**src/rtl/sent_rx_frame_decoder.sv**
```systemverilog
`default_nettype none
// +--------------------------------------------------------------------------+
// | sent_rx_frame_decoder                                                    |
// | SENT fast-channel receiver: tick timing, frame FSM, CRC4, output hold.   |
// | Option macro: SENT_RX_PAUSE_EN (accept a pause pulse after the CRC).     |
// | Revision: 1.0                                                            |
// +--------------------------------------------------------------------------+
module sent_rx_frame_decoder #(
   parameter int NIBBLES      = 6,
   parameter int CLK_PER_TICK = 3
) (
   input  logic                   clk_rx,
   input  logic                   reset_rx,
   input  logic                   data_pulse,
   input  logic                   frame_ready,
   output logic                   frame_valid,
   output logic [3:0]             frame_status,
   output logic [4*NIBBLES-1:0]   frame_data,
   output logic                   frame_crc_ok,
   output logic                   pulse_error,
   output logic                   overrun
);

   localparam int              PW       = $clog2(CLK_PER_TICK);
   localparam int              DW       = 4 * NIBBLES;
   localparam logic [PW-1:0]   PRE_LAST = PW'(CLK_PER_TICK - 1);
   localparam logic [9:0]      TICK_MAX = 10'd1023;
   localparam logic [2:0]      IDX_LAST = 3'(NIBBLES - 1);
   localparam logic [3:0]      CRC_SEED = 4'h5;

   typedef enum logic [2:0] {
      S_IDLE   = 3'd0,
      S_HUNT   = 3'd1,
      S_STATUS = 3'd2,
      S_DATA   = 3'd3,
      S_CRC    = 3'd4,
      S_SYNC   = 3'd5
`ifdef SENT_RX_PAUSE_EN
      , S_PAUSE = 3'd6
`endif
   } state_t;

   function automatic logic [3:0] crc4_nibble(input logic [3:0] crc_in, input logic [3:0] nib);
      logic [3:0] c;
      logic       fb;
      c = crc_in;
      for (int b = 3; b >= 0; b--) begin
         fb = c[3] ^ nib[b];
         c  = {c[2:0], 1'b0} ^ (fb ? 4'hD : 4'h0);
      end
      return c;
   endfunction

   logic          sync1_q, sync1_d, sync2_q, sync2_d, sync3_q, sync3_d;
   logic [PW-1:0] pre_q, pre_d;
   logic [9:0]    tick_q, tick_d;
   state_t        state_q, state_d;
   logic [2:0]    idx_q, idx_d;
   logic [3:0]    status_w_q, status_w_d;
   logic [DW-1:0] data_w_q, data_w_d;
   logic [3:0]    crc_q, crc_d;
   logic          frame_valid_q, frame_valid_d;
   logic [3:0]    frame_status_q, frame_status_d;
   logic [DW-1:0] frame_data_q, frame_data_d;
   logic          frame_crc_ok_q, frame_crc_ok_d;
   logic          pulse_error_q, pulse_error_d;
   logic          overrun_q, overrun_d;

   logic          fall, wrap, nib_ok, sync_ok;
   logic [9:0]    period;
   logic [3:0]    nib_val;
   logic          go_error, frame_done;

   assign fall    = sync3_q & ~sync2_q;
   assign wrap    = (pre_q == PRE_LAST);
   // Period includes the tick completing on this very cycle, so an N-tick
   // pulse measures exactly N between falls.
   assign period  = (wrap && tick_q != TICK_MAX) ? tick_q + 10'd1 : tick_q;
   assign nib_ok  = (period >= 10'd12) && (period <= 10'd27);
   assign sync_ok = (period >= 10'd55) && (period <= 10'd57);
   assign nib_val = 4'(period - 10'd12);

   always_comb begin
      sync1_d        = data_pulse;
      sync2_d        = sync1_q;
      sync3_d        = sync2_q;
      pre_d          = wrap ? '0 : pre_q + PW'(1);
      tick_d         = period;
      state_d        = state_q;
      idx_d          = idx_q;
      status_w_d     = status_w_q;
      data_w_d       = data_w_q;
      crc_d          = crc_q;
      frame_valid_d  = frame_valid_q;
      frame_status_d = frame_status_q;
      frame_data_d   = frame_data_q;
      frame_crc_ok_d = frame_crc_ok_q;
      pulse_error_d  = 1'b0;
      overrun_d      = 1'b0;
      go_error       = 1'b0;
      frame_done     = 1'b0;

      if (fall) begin
         pre_d  = '0;
         tick_d = '0;
      end

      if (frame_valid_q && frame_ready)
         frame_valid_d = 1'b0;

      if (fall) begin
         case (state_q)
            S_IDLE: state_d = S_HUNT;
            S_HUNT: if (sync_ok) state_d = S_STATUS;
            S_STATUS: begin
               if (nib_ok) begin
                  status_w_d = nib_val;
                  idx_d      = '0;
                  crc_d      = CRC_SEED;
                  state_d    = S_DATA;
               end else begin
                  go_error = 1'b1;
               end
            end
            S_DATA: begin
               if (nib_ok) begin
                  data_w_d = DW'({data_w_q, nib_val});
                  crc_d    = crc4_nibble(crc_q, nib_val);
                  idx_d    = idx_q + 3'd1;
                  if (idx_q == IDX_LAST) state_d = S_CRC;
               end else begin
                  go_error = 1'b1;
               end
            end
            S_CRC: begin
               if (nib_ok) begin
                  frame_done = 1'b1;
                  state_d    = S_SYNC;
               end else begin
                  go_error = 1'b1;
               end
            end
            S_SYNC: begin
               if (sync_ok)
                  state_d = S_STATUS;
`ifdef SENT_RX_PAUSE_EN
               else if (period >= 10'd12 && period <= 10'd768)
                  state_d = S_PAUSE;
`endif
               else
                  go_error = 1'b1;
            end
`ifdef SENT_RX_PAUSE_EN
            S_PAUSE: begin
               if (sync_ok) state_d = S_STATUS;
               else         go_error = 1'b1;
            end
`endif
            default: state_d = S_IDLE;
         endcase
      end else if (tick_q == TICK_MAX && state_q != S_IDLE) begin
         // A silent line after a finished frame (or while hunting) is normal.
         state_d       = S_IDLE;
         pulse_error_d = (state_q != S_HUNT) && (state_q != S_SYNC);
      end

      if (go_error) begin
         pulse_error_d = 1'b1;
         state_d       = S_HUNT;
      end

      if (frame_done) begin
         if (!frame_valid_q || frame_ready) begin
            frame_valid_d  = 1'b1;
            frame_status_d = status_w_q;
            frame_data_d   = data_w_q;
            frame_crc_ok_d = (crc4_nibble(crc_q, 4'h0) == nib_val);
         end else begin
            overrun_d = 1'b1;
         end
      end
   end

   always_ff @(posedge clk_rx or posedge reset_rx) begin
      if (reset_rx) begin
         sync1_q        <= 1'b1;
         sync2_q        <= 1'b1;
         sync3_q        <= 1'b1;
         pre_q          <= '0;
         tick_q         <= '0;
         state_q        <= S_IDLE;
         idx_q          <= '0;
         status_w_q     <= '0;
         data_w_q       <= '0;
         crc_q          <= '0;
         frame_valid_q  <= 1'b0;
         frame_status_q <= '0;
         frame_data_q   <= '0;
         frame_crc_ok_q <= 1'b0;
         pulse_error_q  <= 1'b0;
         overrun_q      <= 1'b0;
      end else begin
         sync1_q        <= sync1_d;
         sync2_q        <= sync2_d;
         sync3_q        <= sync3_d;
         pre_q          <= pre_d;
         tick_q         <= tick_d;
         state_q        <= state_d;
         idx_q          <= idx_d;
         status_w_q     <= status_w_d;
         data_w_q       <= data_w_d;
         crc_q          <= crc_d;
         frame_valid_q  <= frame_valid_d;
         frame_status_q <= frame_status_d;
         frame_data_q   <= frame_data_d;
         frame_crc_ok_q <= frame_crc_ok_d;
         pulse_error_q  <= pulse_error_d;
         overrun_q      <= overrun_d;
      end
   end

   assign frame_valid  = frame_valid_q;
   assign frame_status = frame_status_q;
   assign frame_data   = frame_data_q;
   assign frame_crc_ok = frame_crc_ok_q;
   assign pulse_error  = pulse_error_q;
   assign overrun      = overrun_q;

endmodule
`default_nettype wire
```
**config.mk**
```make
export PLATFORM = sky130hd
export DESIGN_NAME = sent_rx_frame_decoder
export DESIGN_NICKNAME = d
export VERILOG_FILES = /design/src/rtl/sent_rx_frame_decoder.sv
export SDC_FILE = /design/constraint.sdc
export NUM_CORES = 1
export LEC_CHECK = 0
export ABC_AREA = 0
export CORE_AREA = 2 2 112 114
export CTS_CLUSTER_SIZE = 28
export DETAILED_ROUTE_END_ITERATION = 10
export DIE_AREA = 0 0 114 116
export SLEW_MARGIN = 20
export SYNTH_ARGS = -nofsm -noshare
export SYNTH_HDL_FRONTEND = slang
export SYNTH_SLANG_ARGS = --single-unit
export TNS_END_PERCENT = 30
```
**constraint.sdc**
```tcl
create_clock -name clk_rx -period 3.86 [get_ports clk_rx]
set_input_delay 0.386 -clock clk_rx [delete_from_list [all_inputs] [get_ports clk_rx]]
set_output_delay 0.386 -clock clk_rx [all_outputs]
set_load 0.01 [all_outputs]
```
==> impl_metrics.py, run 1 <==
metrics = {
    "worst_setup_path": {
        "start_kind": "register",
        "slowest_delay_ps": 480,
        "crit_fanout": 30,
        "cpMaxStageDelayCell": "dfrtp_1",
        "r2r_slack_ps": 280,
        "cp-end-kind": "register",
        "crit_type": "reg2reg",
        "path_common_cell": "nand3_1",
        "cp.arrival_ps": 3790,
        "cp.required_ps": 4070,
        "crit_chain": "ha_1, and3_1, nand3_1, a41oi_2, inv_1, ha_1, nand3_1, or4_1, nand3_1, o311a_1, o2111a_1, buf_12, mux2_1",
    },
    "die": {
        "dieArea_mm2": 0.0132,
        "num_io_pins": 36,
        "placementRows": 40,
        "start_util": 0.343,
        "die_w_um": 114,
        "core_area_mm2": 0.0119,
        "fp.dieH_um": 116,
    },
    "synthesis": {
        "syn-num-nets": 351,
        "yosys_warnings": 0,
        "synth_edf_count": 0,
        "avgSynthCellArea_um2": 12.0,
        "yosysUniqueCellTypes": 69,
        "yosysSeqAreaShare": 0.521,
        "synth_cells": 340,
        "async_flop_share": 1.00,
        "synth_area_mm2": 0.00409,
        "synth-seq-cells": 85,
        "synthFlopType": "dfrtp_1",
    },
    "placed_design": {
        "numPortBuffers": 35,
        "hpwl_um": 5410,
        "gp_congestion": 0.845,
    },
    "clock_tree": {
        "cts_tree": "yes",
        "insertion_delay_ps": 330,
        "cts_setup_buffers": 0,
        "hold_buffers": 0,
        "cts_made_buffers": 9,
        "cts_resized": 0,
        "root_buffer": "clkbuf_16",
        "cts.path.max_buffers": 2,
        "cts.sinks": 85,
        "clk_pin_slew_ps": 70,
        "h-tree-depth": 3,
    },
    "cells_and_area": {
        "final_common_cell": "dfrtp_1",
        "drive_gt1_frac": 0.125,
        "fillers": 1143,
        "finalNetCount": 389,
        "area_growth_syn_to_layout_pct": 21.4,
        "antenna_cells": 0,
        "final_cell_mix": "dfrtp_1 (82), mux2_1 (52), clkdlybuf4s50_1 (35)",
    },
    "hold_path": {
        "hold_class": "reg2reg",
    },
    "routing": {
        "dr.pass1.iters": 4,
        "drc": 0,
        "routed_wl_um": 7820,
        "antenna_left": 0,
        "viasPerCell": 5.16,
        "vias": 2736,
        "wire_per_inst_um": 14.8,
        "drt_iter0_drc": 181,
    },
    "flow_run": {
        "maxCapViolCount": 0,
    },
    "run_status": {
        "status": "completed",
    },
    "global_route": {
        "grt_antenna_before_repair": 0,
        "grt.overflow.total": 0,
        "grt_pass1_wl_um": 13400,
        "grt_start_max_net_pins": 62,
        "grt_pass1_vias": 2762,
        "grt_usage": 0.127,
    },
    "timing": {
        "worst_pin_slew_ps": 821,
        "min_period_ps": 3580,
        "max_freq_ghz": 0.280,
        "drv_slew": 0,
        "clock_skew_ps": 7.37,
        "fin_tns_setup_ps": 0,
        "setup_viol": 0,
        "rsz0062_at_grt": "false",
        "max-slew-margin-rel": 0.451,
        "finalCritPeriodShare": 0.926,
        "whs_ps": 357,
        "finalHoldViolCount": 0,
    },
    "power": {
        "power_mw": 2.16,
        "ir_drop_mv": 0.193,
        "power.leakage_nw": 2.29,
        "power.density_mw_per_mm2": 435,
    },
}
worst paths after layout:
check	from	endpoint	depth (start not counted)
max in group asynchronous	reset_rx	data_w_q[7]	3
worst max-delay path	tick_q[1]	frame_status[0]	13
min in group asynchronous	reset_rx	data_w_q[21]	2
worst min-delay path	sync1_q	sync2_q	0
worst max register to register	tick_q[1]	frame_status[0]	13
worst min register to register	sync1_q	sync2_q	0
layer usage:
layer	global-route usage	part of all wire
met1	0.170	0.48
met2	0.206	0.47
met3	0.0288	0.041
met4	0.0423	0.0073
met5	0	0
sequential cells by signal (all words and copies together) (netlist names):
signal and flops:
idx_q 3, data_w_q 24, state_q 3, status_w_q 4, frame_valid 1, sync3_q 1
crc_q 4, tick_q 10, frame_crc_ok 1, frame_status 4, sync2_q 1, pre_q 2
pulse_error 1, frame_data 24, sync1_q 1, overrun 1
logic make-up (layout without fill, tap and decap cells):
kind of cell,count (synthesis),after routing,synth area share
multiplexers,58,58,0.159
adder cells (fa/ha/maj),7,7,0.0214
buffers and inverters,25,68,0.0284
flip-flops,85,85,0.521
AND/OR/NAND/NOR,98,98,0.126
XOR/XNOR,19,19,0.0489
AO/OA/AOI/OAI,48,48,0.0951
Yosys cell counts, types with 2 or more instances:
| master | number | area, um^2 |
|---|---|---|
| dfrtp_1 | 82 | 2050 |
| mux2_1 | 52 | 586 |
| nand2_1 | 22 | 82.6 |
| nor2_1 | 19 | 71.3 |
| xnor2_1 | 11 | 96.3 |
| nand3_1 | 10 | 50.1 |
| nor3_1 | 10 | 50.1 |
| clkbuf_1 | 9 | 33.8 |
| ha_1 | 7 | 87.6 |
| inv_1 | 7 | 26.3 |
| o21ai_0 | 7 | 35.0 |
| xor2_1 | 6 | 52.6 |
| a21oi_1 | 5 | 25.0 |
| nand2b_1 | 5 | 31.3 |
| and3_1 | 4 | 25.0 |
| mux2i_1 | 4 | 40.0 |
| o211ai_1 | 4 | 30.0 |
| o31ai_1 | 4 | 30.0 |
| or3_1 | 4 | 25.0 |
| buf_2 | 3 | 15.0 |
| buf_4 | 3 | 22.5 |
| dfstp_2 | 3 | 78.8 |
| nand4_1 | 3 | 18.8 |
| a211oi_1 | 2 | 15.0 |
| a41oi_1 | 2 | 17.5 |
| and4_1 | 2 | 17.5 |
| buf_1 | 2 | 7.51 |
| nand3_2 | 2 | 20.0 |
| nand4b_1 | 2 | 17.5 |
| nor2b_1 | 2 | 12.5 |
| nor3b_1 | 2 | 15.0 |
| nor4_1 | 2 | 12.5 |
| or2_2 | 2 | 12.5 |
worst max-delay path: cells and delay by family (launching register included):
family,cells,cell delay (ps)
AND/OR/NAND/NOR,5,940
adder cells (fa/ha/maj),2,550
buffers and inverters,2,360
multiplexers,1,350
AO/OA/AOI/OAI,3,750
flip-flops,1,480
per-stage QoR:
stage / cells / worst slack, ps / utilization / cell area (um^2)
final: 530 / 285 / 0.417 / 4960
after global routing: 530 / 27.9 / 0.417 / 4960
after CTS: 530 / 152 / 0.414 / 4930
after detailed placement: 514 / 181 / 0.390 / 4640
after global placement: 514 / 237 / 0.390 / 4640
after floorplan: 340 / 655 / - / 4090
layout make-up:
cell class	count	area, um^2	share of cell area
tap	147	184	0.0371
multi-input combinational	230	1880	0.378
timing repair buffer	45	450	0.0907
clock buffer	10	239	0.0481
clock inverter	6	53.8	0.0108
inverter	7	28.8	0.00580
sequential	85	2130	0.429
power breakdown:
group          internal [mW]  switching, mW
logic                  0.153          0.216
registers              0.915         0.0452
clock network          0.465          0.367
total                   1.53          0.629
No activity file was read; power rests on OpenSTA's default activity.
==> inputs of run 2 (changes only) <==
clock period = 3.1 ns   (was 3.86 ns; I/O delays follow)
==> impl_metrics.py, run 2 (same netlist as run 1, synthesis figures left out) <==
metrics = {
    "clock_tree": {
        "h-tree-depth": 3,
        "hold_buffers": 0,
        "root_buffer": "clkbuf_16",
        "insertion_delay_ps": 340,
        "cts.sinks": 85,
        "cts.path.max_buffers": 2,
        "cts_made_buffers": 9,
        "cts_tree": "yes",
        "clk_pin_slew_ps": 70,
    },
    "worst_setup_path": {
        "r2r_cells": 12,
        "start_kind": "register",
        "cpMaxStageDelayCell": "dfrtp_1",
        "cp.arrival_ps": 3320,
        "crit_type": "reg2reg",
        "crit_fanout": 6,
        "slowest_delay_ps": 420,
        "crit_chain": "ha_4, nand3_4, nor3_4, o31ai_2, inv_2, ha_2, nor3b_2, a221oi_2, o22ai_2, o2111ai_4, clkbuf_16, mux2_1",
        "cp-end-kind": "register",
        "cp.required_ps": 3320,
    },
    "cells_and_area": {
        "antenna_cells": 0,
        "final_cell_mix": "dfrtp_1 (81), buf_4 (42), clkdlybuf4s50_1 (35)",
        "finalNetCount": 431,
        "fin_util": 0.464,
        "area_growth_syn_to_layout_pct": 35.3,
        "final_common_cell": "dfrtp_1",
        "drive_gt1_frac": 0.292,
        "fillers": 1095,
    },
    "routing": {
        "viasPerCell": 5.19,
        "drt_iter0_drc": 136,
        "routed_wl_um": 8970,
        "dr.pass1.iters": 4,
        "drc": 0,
        "antenna_left": 0,
        "wire_per_inst_um": 15.7,
        "vias": 2970,
    },
    "timing": {
        "whs_ps": 358,
        "rsz0062_at_grt": "true",
        "drv_slew": 0,
        "worst_pin_slew_ps": 686,
        "fin_tns_setup_ps": 0,
        "min_period_ps": 3100,
        "clock_skew_ps": 9.03,
        "setup_viol": 0,
        "max-slew-margin-rel": 0.543,
        "fin_ws_ps": 2.36,
        "finalHoldViolCount": 0,
        "max_freq_ghz": 0.323,
        "finalCritPeriodShare": 0.999,
    },
    "die": {
        "dieArea_mm2": 0.0132,
        "core_area_mm2": 0.0119,
        "placementRows": 40,
        "die_w_um": 114,
        "num_io_pins": 36,
        "fp.dieH_um": 116,
        "start_util": 0.343,
    },
    "power": {
        "ir_drop_mv": 0.290,
        "power.leakage_nw": 2.59,
        "power.density_mw_per_mm2": 515,
    },
    "global_route": {
        "grt_pass1_wl_um": 14800,
        "grt.overflow.total": 0,
        "grt_antenna_before_repair": 0,
        "grt_start_max_net_pins": 38,
        "grt_usage": 0.141,
        "grt_pass1_vias": 2882,
    },
    "placed_design": {
        "numPortBuffers": 35,
        "hpwl_um": 5930,
        "gp_congestion": 0.854,
        "preCtsSetupSlack_ps": -183,
    },
    "hold_path": {
        "hold_class": "reg2reg",
        "hold_path_depth": 0,
    },
    "run_status": {
        "status": "completed",
    },
    "flow_run": {
        "maxCapViolCount": 0,
    },
}
## run 2: timing repair
| action | in CTS | in global routing |
|---|---|---|
| hold endpoints to repair | 0 | 0 |
| cloned | 2 | 1 |
| gates resized for setup | 15 | 37 |
| setup buffers | 2 | 5 |
| endpoints found under the setup margin | 56 | 60 |
| pin swaps | 6 | 5 |
## run 2: power breakdown
part / internal, mW / total, mW / switching (mW)
clock network: 0.578 / 1.05 / 0.469
logic: 0.278 / 0.622 / 0.343
registers: 1.14 / 1.18 / 0.0435
total: 1.99 / 2.85 / 0.856
## run 2: path summary, 6_finish.rpt
kind | slack, ps | startpoint | end
max in group asynchronous | 2040 | reset_rx | frame_data[3]
hold reg to reg | 360 | sync1_q | sync2_q
setup / recovery | 2 | tick_q[1] | data_w_q[22]
min in group asynchronous | 370 | reset_rx | frame_data[17]
setup reg to reg | 2 | tick_q[1] | data_w_q[22]
hold / removal | 360 | sync1_q | sync2_q
## run 2: layer usage
metal | GRT usage | vias to the layer above | share of wire
met5 | 0 | - | 0
met4 | 0.0545 | 0 | 0.022
met3 | 0.0288 | 19 | 0.037
met2 | 0.223 | 75 | 0.46
met1 | 0.192 | 1486 | 0.48
li1 | - | 1390 | -
## run 2: per-stage QoR
| stage | cell area, um^2 | cells | total power, mW |
|---|---|---|---|
| 6_report | 5530 | 572 | 2.85 |
| 3_3_place_gp | 4920 | 546 | 1.75 |
| 3_5_place_dp | 4920 | 546 | 1.76 |
| 5_1_grt | 5530 | 572 | 2.99 |
| 4_1_cts | 5340 | 566 | 2.82 |
| 2_1_floorplan | 4120 | 340 | 1.57 |
## run 2: critical path, delay by kind of cell (launching register included)
| family | cells | cell delay [ps] |
|---|---|---|
| AOI/OAI and AO/OA | 4 | 1190 |
| DFF | 1 | 420 |
| adders and majority gates | 2 | 410 |
| buffers and inverters | 2 | 350 |
| muxes | 1 | 310 |
| and+or+nand+nor | 3 | 280 |
## run 2: final cells by class
cell class / instances / area, um^2 / share of cell area
inverter: 7 / 27.5 / 0.00498
clock buffer: 10 / 239 / 0.0432
tap: 147 / 184 / 0.0332
sequential: 85 / 2130 / 0.385
clock inverter: 6 / 52.6 / 0.00950
multi-input combinational: 230 / 2070 / 0.373
timing repair buffer: 87 / 832 / 0.150
